===== config.mk =====
export PLATFORM = sky130hd
export DESIGN_NAME = instruction_memory_loader
export DESIGN_NICKNAME = d
export VERILOG_FILES = /design/src/rtl/instruction_memory_loader.sv
export SDC_FILE = /design/constraint.sdc
export NUM_CORES = 1
export LEC_CHECK = 0
export ABC_CLOCK_PERIOD_IN_PS = 1700
export BUFFER_PORTS_ARGS = -buffer_cell sky130_fd_sc_hd__buf_2
export CORE_ASPECT_RATIO = 1.2
export CORE_MARGIN = 5
export CORE_UTILIZATION = 48
export DETAILED_ROUTE_END_ITERATION = 12
export MAX_ROUTING_LAYER = met4
export PLACE_DENSITY = 0.86
export SETUP_SLACK_MARGIN = 0.4
export SYNTH_ARGS = -nofsm -noshare
export SYNTH_HDL_FRONTEND = slang
export SYNTH_SLANG_ARGS = --single-unit

===== constraint.sdc =====
create_clock -name clk -period 1.7 [get_ports clk]
set_input_delay 0.34 -clock clk [delete_from_list [all_inputs] [get_ports clk]]
set_output_delay 0.34 -clock clk [all_outputs]
set_load 0.05 [all_outputs]

===== src/rtl/instruction_memory_loader.sv =====
`default_nettype none
// ============================================================================
// Module  : instruction_memory_loader
// Brief   : Packs a big-endian byte stream into 32-bit instruction words and
//           writes them to memory; holds the core in reset until done.
// Revision: 1.0 - initial release
// ============================================================================
module instruction_memory_loader #(
  parameter int MEM_BYTES = 188,
  parameter int CNT_WIDTH = 8
) (
  input  logic                 clk,
  input  logic                 rst,
  input  logic                 start,
  input  logic [CNT_WIDTH-1:0] num_words,
  input  logic [7:0]           byte_in,
  input  logic                 byte_valid,
  output logic                 byte_ready,
  output logic                 mem_we,
  output logic [31:0]          mem_addr,
  output logic [31:0]          mem_wdata,
  output logic                 core_hold,
  output logic                 load_done,
  output logic                 load_error
);

  localparam logic [CNT_WIDTH-1:0] MAX_WORDS = CNT_WIDTH'(MEM_BYTES / 4);

  typedef enum logic [1:0] {
    IDLE  = 2'd0,
    RECV  = 2'd1,
    WRITE = 2'd2,
    DONE  = 2'd3
  } state_t;

  state_t               state;
  state_t               state_next;
  logic [CNT_WIDTH-1:0] target;
  logic [CNT_WIDTH-1:0] word_idx;
  logic [1:0]           byte_idx;
  logic [23:0]          pack;

  logic start_ok;
  logic too_big;
  logic accept;
  logic last_word;

  assign start_ok  = start && ((state == IDLE) || (state == DONE));
  assign too_big   = num_words > MAX_WORDS;
  assign accept    = byte_valid && (state == RECV);
  assign last_word = (word_idx + CNT_WIDTH'(1)) == target;

  always_comb begin
    state_next = state;
    byte_ready = 1'b0;
    mem_we     = 1'b0;
    core_hold  = 1'b1;
    load_done  = 1'b0;
    case (state)
      IDLE, DONE: begin
        if (state == DONE) begin
          core_hold = 1'b0;
          load_done = 1'b1;
        end
        if (start_ok && !too_big)
          state_next = (num_words == '0) ? DONE : RECV;
      end
      RECV: begin
        byte_ready = 1'b1;
        if (accept && (byte_idx == 2'd3))
          state_next = WRITE;
      end
      WRITE: begin
        mem_we     = 1'b1;
        state_next = last_word ? DONE : RECV;
      end
      default: state_next = IDLE;
    endcase
  end

  always_ff @(posedge clk) begin
    if (rst) begin
      state      <= IDLE;
      target     <= '0;
      word_idx   <= '0;
      byte_idx   <= 2'd0;
      pack       <= 24'd0;
      mem_addr   <= 32'd0;
      mem_wdata  <= 32'd0;
      load_error <= 1'b0;
    end else begin
      state      <= state_next;
      load_error <= start_ok && too_big;
      if (start_ok && !too_big && (num_words != '0)) begin
        target   <= num_words;
        word_idx <= '0;
        byte_idx <= 2'd0;
      end
      // Bytes shift in from the bottom, so the first byte ends up in [31:24].
      if (accept) begin
        pack     <= {pack[15:0], byte_in};
        byte_idx <= byte_idx + 2'd1;
        if (byte_idx == 2'd3) begin
          mem_addr  <= 32'({word_idx, 2'b00});
          mem_wdata <= {pack, byte_in};
        end
      end
      if (state == WRITE)
        word_idx <= word_idx + CNT_WIDTH'(1);
    end
  end

endmodule
`default_nettype wire


==> results of run 1 <==
[flip-flops by register name, indices dropped and copies added, names as in the netlist]
signal / count
byte_idx: 2
pack: 24
target: 8
state: 2
mem_addr: 8
mem_wdata: 32
load_error: 1
word_idx: 8
[cell type report]
cell class	count	area [sq um]	area share, %
clock buffers	9	124	2.09
inverters	5	21.3	0.358
flip-flops and latches	85	1730	29.1
well taps	90	113	1.90
multi-input cells	337	2490	41.9
clock inverters	7	71.3	1.20
repair buffers	122	1390	23.5
[power groups by stage]
stage                     sequential [uW]  combinational (uW)  clock, uW
final                                2070                 944       1490
after global routing                 2070                 975       1570
after CTS                            2060                 764       1450
after detailed placement             2100                 449          0
after global placement               2100                 439          0
after floorplan                      2100                 404          0
[cell usage after synthesis, drive strengths merged]
library cell    n  area [sq um]
nand2         141           529
dfxtp          85          1700
a21oi          76           384
buf            30           206
clkbuf         21          78.8
nor2           12          45.0
mux2i           8          80.1
o21ai           8          40.0
ha              7          87.6
nand3b          6          45.0
xnor2           6          52.6
inv             5          18.8
nand3           5          37.5
nor2b           5          31.3
nand2b          4          25.0
nor3            4          20.0
and3            3          18.8
nor4            3          18.8
a211o           2          17.5
a211oi          2          15.0
and2            2          13.8
and3b           2          17.5
o211ai          2          20.0
xor2            2          17.5
a22oi           1          7.51
a31oi           1          6.26
and2b           1          7.51
conb            1          3.75
nand4           1          6.26
o32ai           1          16.3
or3b            1          8.76
or4b            1          13.8
[cells by family (layout without fill, tap and decap cells)]
kind of cell | Yosys count | count (layout) | share of synthesized area, %
other | 1 | 24 | 0.104
adders and majority gates | 7 | 7 | 2.44
muxes | 8 | 8 | 2.23
DFF | 85 | 85 | 47.4
AOI/OAI and AO/OA | 93 | 93 | 14.1
and+or+nand+nor | 191 | 197 | 23.3
buffers and inverters | 56 | 143 | 8.46
xor gates and xnor gates | 8 | 8 | 1.95
[worst paths after layout]
path	start	to	slack [ns]	depth (start not counted)
hold / removal	byte_in[2]	mem_wdata[2]	0.22	3
setup reg to reg	state[0]	state[0]	-0.02	8
hold reg to reg	mem_wdata[10]	mem_wdata[10]	0.48	2
setup / recovery	state[0]	state[0]	-0.02	8
[repair_timing]
item | CTS | global route
pin swaps | 70 | 66
endpoints found under the setup margin | 128 | 95
setup buffers | 21 | 11
cloned | 17 | 2
gates resized for setup | 144 | 139
[worst max-delay path: stages, from the launching register on]
cell,delay (ns)
dfxtp_4,0.39
inv_4,0.04
ha_4,0.24
buf_4,0.15
a22oi_2,0.25
buf_4,0.16
buf_4,0.11
nor2_1,0.05
a211oi_1,0.23
[layer usage]
layer,global-route usage [%],up-vias
li1,-,1679
met1,30.2,1867
met2,45.9,200
met3,4.33,72
met4,15.0,0
met5,-,-
[stage by stage]
stage               TNS (ns)  hold slack, ns  worst slack [ns]  cells  area, sq um
finish               -0.0195           0.219           -0.0195    655         5940
global route          -0.123           0.220           -0.0373    655         5940
detailed placement         0           0.441            0.0230    588         4020
floorplan                  0           0.437             0.176    472         3830
global placement           0           0.435            0.0686    588         4020
CTS                        0           0.221            0.0601    642         5290
==> impl_metrics.json, run 1 <==
{
  "grt_pass1_vias": 3659,
  "clkSinkCount": 85,
  "wl_met2_microns": 7360,
  "end_kind": "register",
  "violations": "negative setup slack",
  "p_clk_share_pct": 33.0,
  "hp-class": "in -> reg",
  "dieArea_sq_mm": 0.00932,
  "peakVddDrop_mv": 0.563,
  "drt_iter0_drc": 277,
  "setup_viol": 1,
  "cp.required_ns": 1.97,
  "drv_slew": 0,
  "status": "finished, violations left",
  "dp_hpwl_microns": 5690,
  "power_frac_comb_pct": 21.0,
  "num_vias": 3818,
  "path_clk_slew_ns": 0.10,
  "ys_seq_area_share_pct": 47.4,
  "powerDensity_mw_per_mm2": 757,
  "grt_overflow": 0,
  "min_period_ns": 1.72,
  "grt_max_degree": 86,
  "drive_gt1_share_pct": 54.7,
  "top_layer_used": "met4",
  "wl_per_cell_microns": 21.6,
  "fin_util_pct": 81.6,
  "mostFrequentLayoutCells": "dfxtp_1, nand2_1, buf_4",
  "fmax_mhz": 582,
  "netlist_area_sq_mm": 0.00359,
  "timing.final.ws_setup_ns": -0.0195,
  "p_sw_share_pct": 33.0,
  "routed_wl_microns": 14200,
  "num_rows": 34,
  "diodes": 0,
  "met3_length_microns": 747,
  "p_total_uw": 4490,
  "io_pins": 89,
  "final_common_cell": "dfxtp_1",
  "arrival_ns": 1.99,
  "syn_to_final_growth_pct": 65.2,
  "start_util_pct": 49.4,
  "min_period_over_period_pct": 101,
  "start_kind": "register",
  "hold_viol": 0,
  "grt_pass1_wl_microns": 19100,
  "synth_cells": 449,
  "gp_congestion": 0.848,
  "cts_tree": "done",
  "yosys_warnings": 0,
  "die_x_microns": 89.0,
  "rsz0062_at_grt": "yes",
  "drt-met1-wl_microns": 5220,
  "first_pass_iters": 5,
  "holdBufCountCts": 0,
  "p_seq_share_pct": 46.0,
  "cap_violations": 0,
  "syn-mean-instance-area_sq_um": 8.00,
  "leakage_uw": 0.00240,
  "drc": 0,
  "clock_latency_ns": 0.37,
  "nFillCells": 365,
  "setup.worst_path.class": "reg -> reg",
  "port_buffers": 64,
  "ys_types": 38,
  "die_h_microns": 105,
  "core_area_sq_mm": 0.00727,
  "synth_seq_cells": 85,
  "fin_skew_ns": 0.0102,
  "cts_htree_levels": 3,
  "routed_via_density": 5.83,
  "cp_max_fo": 4,
  "switchingPower_uw": 1480,
  "ant_nets": 0,
  "nets": 587,
  "cts_root_buf": "clkbuf_8",
  "antenna_found_initial": 0,
  "internal-power_uw": 3010,
  "numCtsBuffers": 9,
  "clock_path_buffers": 2,
  "grt_use_total_pct": 27.3
}
Power figures use the tool's default switching activity.
==> run 2, diff against run 1 <==
Settings changed: ABC_AREA set to 1, CORE_UTILIZATION 48 to 47, PLACE_DENSITY 0.86 to 0.85.
==> run 2 against run 1 <==
Against the previous run: the flow now finishes without violations; critical path type is now reg -> out; highest routed layer unchanged; synthesized area down 1.5%; setup slack better by 0.049 ns; utilization fell by 9.9 points; critical endpoint is now mem_we; largest cell class unchanged; hold slack better by 0.0068 ns.
==> impl_metrics.json, run 2 <==
{
  "start_kind": "register",
  "clkSinkCount": 85,
  "synth_common_cells": "nand2_1, dfxtp_1, a21oi_1",
  "drc": 0,
  "first_pass_iters": 5,
  "dieArea_sq_mm": 0.00937,
  "p_total_uw": 5170,
  "core_area_sq_mm": 0.00732,
  "grt_use_total_pct": 22.6,
  "diodes": 0,
  "ant_nets": 0,
  "stdcell_area_sq_mm": 0.00525,
  "top_regs": "mem_wdata x32, pack x24",
  "grt_max_degree": 45,
  "largest_register_ffs": 32,
  "setup_viol": 0,
  "routed_via_density": 5.54,
  "nets": 600,
  "place_area_sq_mm": 0.00390,
  "syn_to_final_growth_pct": 48.2,
  "status": "finished clean",
  "max_slew_margin_pct": 63.3,
  "fin_util_pct": 71.7,
  "peakVddDrop_mv": 1.14,
  "drive_gt1_share_pct": 39.4,
  "ys_types": 21,
  "dp_hpwl_microns": 5610,
  "syn-mean-instance-area_sq_um": 7.41,
  "synth_edf_count": 0,
  "synth_top_area_cell": "dfxtp_1",
  "grt_overflow": 0,
  "leakage_uw": 0.00211,
  "synth_seq_cells": 85,
  "antenna_found_initial": 0,
  "cts_htree_levels": 3,
  "synth_cells": 478,
  "min_period_over_period_pct": 98.2,
  "num_vias": 3699,
  "powerDensity_mw_per_mm2": 986,
  "end_kind": "output pin",
  "synth.most_common_cell": "nand2_1",
  "min_period_ns": 1.67,
  "regMostFlops": "mem_wdata",
  "yosysTopAreaCellShare_pct": 48.1,
  "die_h_microns": 105,
  "cts_root_buf": "clkbuf_8",
  "tightest_slew_ns": 0.550,
  "path_clk_slew_ns": 0.09,
  "synthArstFlopShare_pct": 0,
  "drt_iter0_drc": 373,
  "cap_violations": 0,
  "wl_per_cell_microns": 18.3,
  "start_util_pct": 48.4,
  "clock_path_buffers": 2,
  "setup.worst_path.class": "reg -> out",
  "mostFrequentLayoutCells": "nand2_1, dfxtp_1, nor2_1, buf_4, a21oi_1",
  "gp_congestion": 0.829,
  "hp-class": "in -> reg",
  "io_pins": 89,
  "num_rows": 34,
  "arrival_ns": 1.33,
  "grt_pass1_wl_microns": 16100,
  "ys_seq_area_share_pct": 48.1,
  "r2r_setup_slack_ns": 0.09,
  "rsz0062_at_grt": "yes",
  "port_buffers": 64,
  "routed_wl_microns": 12200,
  "numCtsBuffers": 9,
  "dp.cells": 617,
  "cp_max_fo": 4,
  "clock_latency_ns": 0.38,
  "final_cell_count_no_fill": 668,
  "synth.area.top_cells": "dfxtp_1, nand2_1, a21oi_1",
  "drv_slew": 0,
  "cp.required_ns": 1.36,
  "final_common_cell": "nand2_1",
  "fmax_mhz": 599,
  "holdBufCountCts": 0,
  "synth_ff_type": "dfxtp_1",
  "grt_pass1_vias": 3353,
  "cts_tree": "done",
  "hold_viol": 0,
  "yosys_warnings": 0,
  "fin_skew_ns": 0.0173,
  "netlist_area_sq_mm": 0.00354,
  "die_x_microns": 89.2
}
-- run 2: final timing paths --
| path | cells after the start | end | startpoint |
|---|---|---|---|
| hold / removal | 3 | mem_wdata[6] | byte_in[6] |
| setup reg to reg | 11 | state[1] | word_idx[1] |
| hold reg to reg | 2 | mem_wdata[30] | pack[22] |
| setup / recovery | 5 | mem_we | state[0] |
-- run 2: stage by stage --
step	setup TNS, ns	hold WS, ns	setup WS [ns]
after detailed placement	0	0.452	0.0402
after floorplan	0	0.433	0.185
final	0	0.226	0.0298
after global routing	-0.0187	0.225	-0.0183
after global placement	0	0.445	0.140
after CTS	0	0.224	0.153
-- run 2: report_power, final --
group / internal, uW / switching [uW] / total [uW] / leakage [uW]
Clock: 557 / 842 / 1400 / 0.0000938
Sequential: 2150 / 144 / 2290 / 0.000692
Combinational: 588 / 892 / 1480 / 0.00132
Total: 3290 / 1880 / 5170 / 0.00211
-- run 2: cells by family after synthesis --
logic type / count (synthesis) / synth area share (%)
AO/OA/AOI/OAI: 108 / 15.6
other: 1 / 0.106
adder cells (fa/ha/maj): 7 / 2.47
flip-flops: 85 / 48.1
AND/OR/NAND/NOR: 195 / 22.1
buffers and inverters: 82 / 11.7
-- run 2: metal layers --
layer  part of all wire, %  track usage (%)  vias to the layer above
met5                     0                -                        -
met4                   5.7             11.9                        0
met3                   7.1             4.65                       74
met2                    52             37.7                      218
met1                    35             24.7                     1718
li1                      -                -                     1689
-- run 2: critical path, cell delays in order (launching register included) --
cell and delay (ns):
dfxtp_4 0.39, inv_4 0.04, ha_4 0.17, buf_6 0.11
buf_6 0.11, buf_8 0.14
-- run 2: timing repair --
| item | 4_1_cts | 5_1_grt |
|---|---|---|
| setup endpoints to repair | 110 | 104 |
| gates resized for setup | 132 | 103 |
| buffers inserted | 18 | 5 |
| gates cloned | 7 | 5 |
| pin swaps | 8 | 15 |
-- run 2: cell type report --
| class | instances | area (sq um) |
|---|---|---|
| clock buffers | 9 | 124 |
| well taps | 90 | 113 |
| fillers | 511 | 2070 |
| inverters | 35 | 159 |
| flip-flops and latches | 85 | 1720 |
| clock inverters | 7 | 57.6 |
| repair buffers | 107 | 1170 |
| multi-input cells | 335 | 1900 |
==> run 3, diff against run 2 <==
==> constraint.sdc (replaced) <==
create_clock -name clk -period 1.7 [get_ports clk]
set_input_delay 0.255 -clock clk [delete_from_list [all_inputs] [get_ports clk]]
set_output_delay 0.255 -clock clk [all_outputs]
set_load 0.05 [all_outputs]
==> run 3 against run 2 <==
Against the previous run: the run now ends with negative setup slack left; critical path type is now reg -> reg; via count increased by 3.2%; critical path depth increased by 6; setup slack got worse by 0.033 ns; non-clock buffer count down 1; total power increased by 1.5%; utilization fell by 1.4 points; sequential cell count unchanged; cell count down 0.15%; clock-buffer cell count is 1 higher; clock skew is 0.0013 ns lower; sequential power hardly changed.
==> impl_metrics.json, run 3 (synthesized netlist as in run 2, its figures left out) <==
{
  "status": "finished, violations left",
  "violations": "negative setup slack",
  "start_util_pct": 48.4,
  "top_regs": "mem_wdata x32, pack x24",
  "ff_latch_area_sq_mm": 0.00171,
  "cts_htree_levels": 3,
  "wl_met2_microns": 6490,
  "internal-power_uw": 3360,
  "antenna_found_initial": 0,
  "nFillCells": 500,
  "cp_top_family": "simple AND/OR/NAND/NOR gates",
  "cp_max_fo": 3,
  "power_frac_comb_pct": 28.9,
  "drv_slew": 0,
  "syn_to_final_growth_pct": 45.2,
  "multi_input_area_sq_mm": 0.00199,
  "grt_pass1_wl_microns": 14100,
  "setup.worst_path.class": "reg -> reg",
  "met3_length_microns": 969,
  "wl_per_cell_microns": 19.0,
  "cts_tree": "done",
  "cp.required_ns": 1.99,
  "crit_top_cell": "nand2_1",
  "ant_nets": 0,
  "grt_use_total_pct": 19.4,
  "crit_slowest_cell": "dfxtp_2",
  "grt_pass1_vias": 3124,
  "num_rows": 34,
  "setup_viol": 1,
  "io_pins": 89,
  "clock_latency_ns": 0.37,
  "startpoint": "word_idx[0]",
  "regMostFlops": "mem_wdata",
  "end_kind": "register",
  "timing.final.ws_setup_ns": -0.00335,
  "first_pass_iters": 9,
  "routed_via_density": 5.72,
  "drt_iter0_drc": 437,
  "cp_num_buf_inv": 0,
  "tightest_slew_ns": 0.546,
  "drt-met1-wl_microns": 4450,
  "largest_register_ffs": 32,
  "port_buffers": 64,
  "leakage_uw": 0.00215,
  "switchingPower_uw": 1890,
  "min_period_over_period_pct": 100,
  "arrival_ns": 2.00,
  "pre_cts_ws_ns": 0.0336,
  "cp_cell_sequence": "ha_4 -> nand3_2 -> nor2_2 -> nand2_1 -> nand3_1 -> nand2_1 -> nor2_1 -> nand3_1 -> nand2_1 -> nand2_1 -> a21oi_2",
  "dp_hpwl_microns": 5780,
  "min_period_ns": 1.70,
  "p_seq_share_pct": 44.0,
  "routed_wl_microns": 12700,
  "die_x_microns": 89.2,
  "p_sw_share_pct": 36.0,
  "nets": 599,
  "finalSetupTns_ns": -0.00335,
  "diodes": 0,
  "numCtsBuffers": 9,
  "path_clk_slew_ns": 0.10,
  "num_vias": 3818,
  "core_area_sq_mm": 0.00732,
  "cts_root_buf": "clkbuf_8",
  "min_from": "byte_in[4]",
  "fin_skew_ns": 0.0160,
  "p_total_uw": 5250,
  "cap_violations": 0,
  "grt_max_degree": 45,
  "slowest_delay_ns": 0.39,
  "max_slew_margin_pct": 63.2,
  "hold_viol": 0,
  "whs_ns": 0.149,
  "fmax_mhz": 587,
  "drive_gt1_share_pct": 42.5,
  "rsz0062_at_grt": "yes",
  "top_layer_used": "met4",
  "p_clk_share_pct": 27.1,
  "final_common_cell": "dfxtp_1",
  "peakVddDrop_mv": 0.611,
  "reg2reg_from": "word_idx[0]",
  "hp-class": "in -> reg",
  "mostFrequentLayoutCells": "dfxtp_1, nand2_1, buf_2",
  "grt_overflow": 0,
  "clkSinkCount": 85,
  "drc": 0,
  "powerDensity_mw_per_mm2": 1020,
  "dieArea_sq_mm": 0.00937,
  "clock_path_buffers": 2,
  "gp_congestion": 0.895,
  "start_kind": "register",
  "die_h_microns": 105
}
## run 3: power by group through the flow
stage	combinational, uW	sequential (uW)	clock [uW]
6_report	1520	2310	1420
3_3_place_gp	778	2290	0
2_1_floorplan	696	2290	0
3_5_place_dp	813	2300	0
5_1_grt	1600	2320	1500
4_1_cts	967	2260	1390
## run 3: layout make-up
| cell class | count | area share [%] |
|---|---|---|
| tap | 90 | 2.19 |
| timing repair buffer | 106 | 18.6 |
| clock buffer | 10 | 2.68 |
| multi-input combinational | 335 | 38.8 |
| sequential | 85 | 33.3 |
| inverter | 35 | 3.33 |
| clock inverter | 6 | 1.05 |
## run 3: worst paths after layout
path	endpoint	slack, ns	cells after the start
setup / recovery	state[1]	-0.003	11
hold reg to reg	mem_wdata[24]	0.46	2
hold / removal	mem_wdata[4]	0.15	3
setup reg to reg	state[1]	-0.003	11
## run 3: metrics by stage
stage                     utilization [%]  instances  area (sq um)
after detailed placement             53.6        618          3920
after floorplan                         -        501          3690
final                                70.3        667          5140
after CTS                            59.4        646          4350
after global routing                 70.3        667          5140
after global placement               53.6        618          3920
## run 3: timing repair
action,CTS,global route
resized for setup,41,179
endpoints found under the hold margin,0,0
setup buffers,10,10
hold buffers,0,0
pin swaps,6,14
cloned,2,11
endpoints found under the setup margin,72,88
## run 3: tightest hold or removal path, delay by kind of cell
family          cells  cell delay, ns
simple gates        1            0.06
buf+inv             1            0.11
compound gates      1            0.05
## run 3: metal layers
metal | vias up | track usage, %
li1 | 1682 | -
met1 | 1787 | 22.5
met2 | 262 | 32.3
met3 | 87 | 2.99
met4 | 0 | 8.62
met5 | - | -
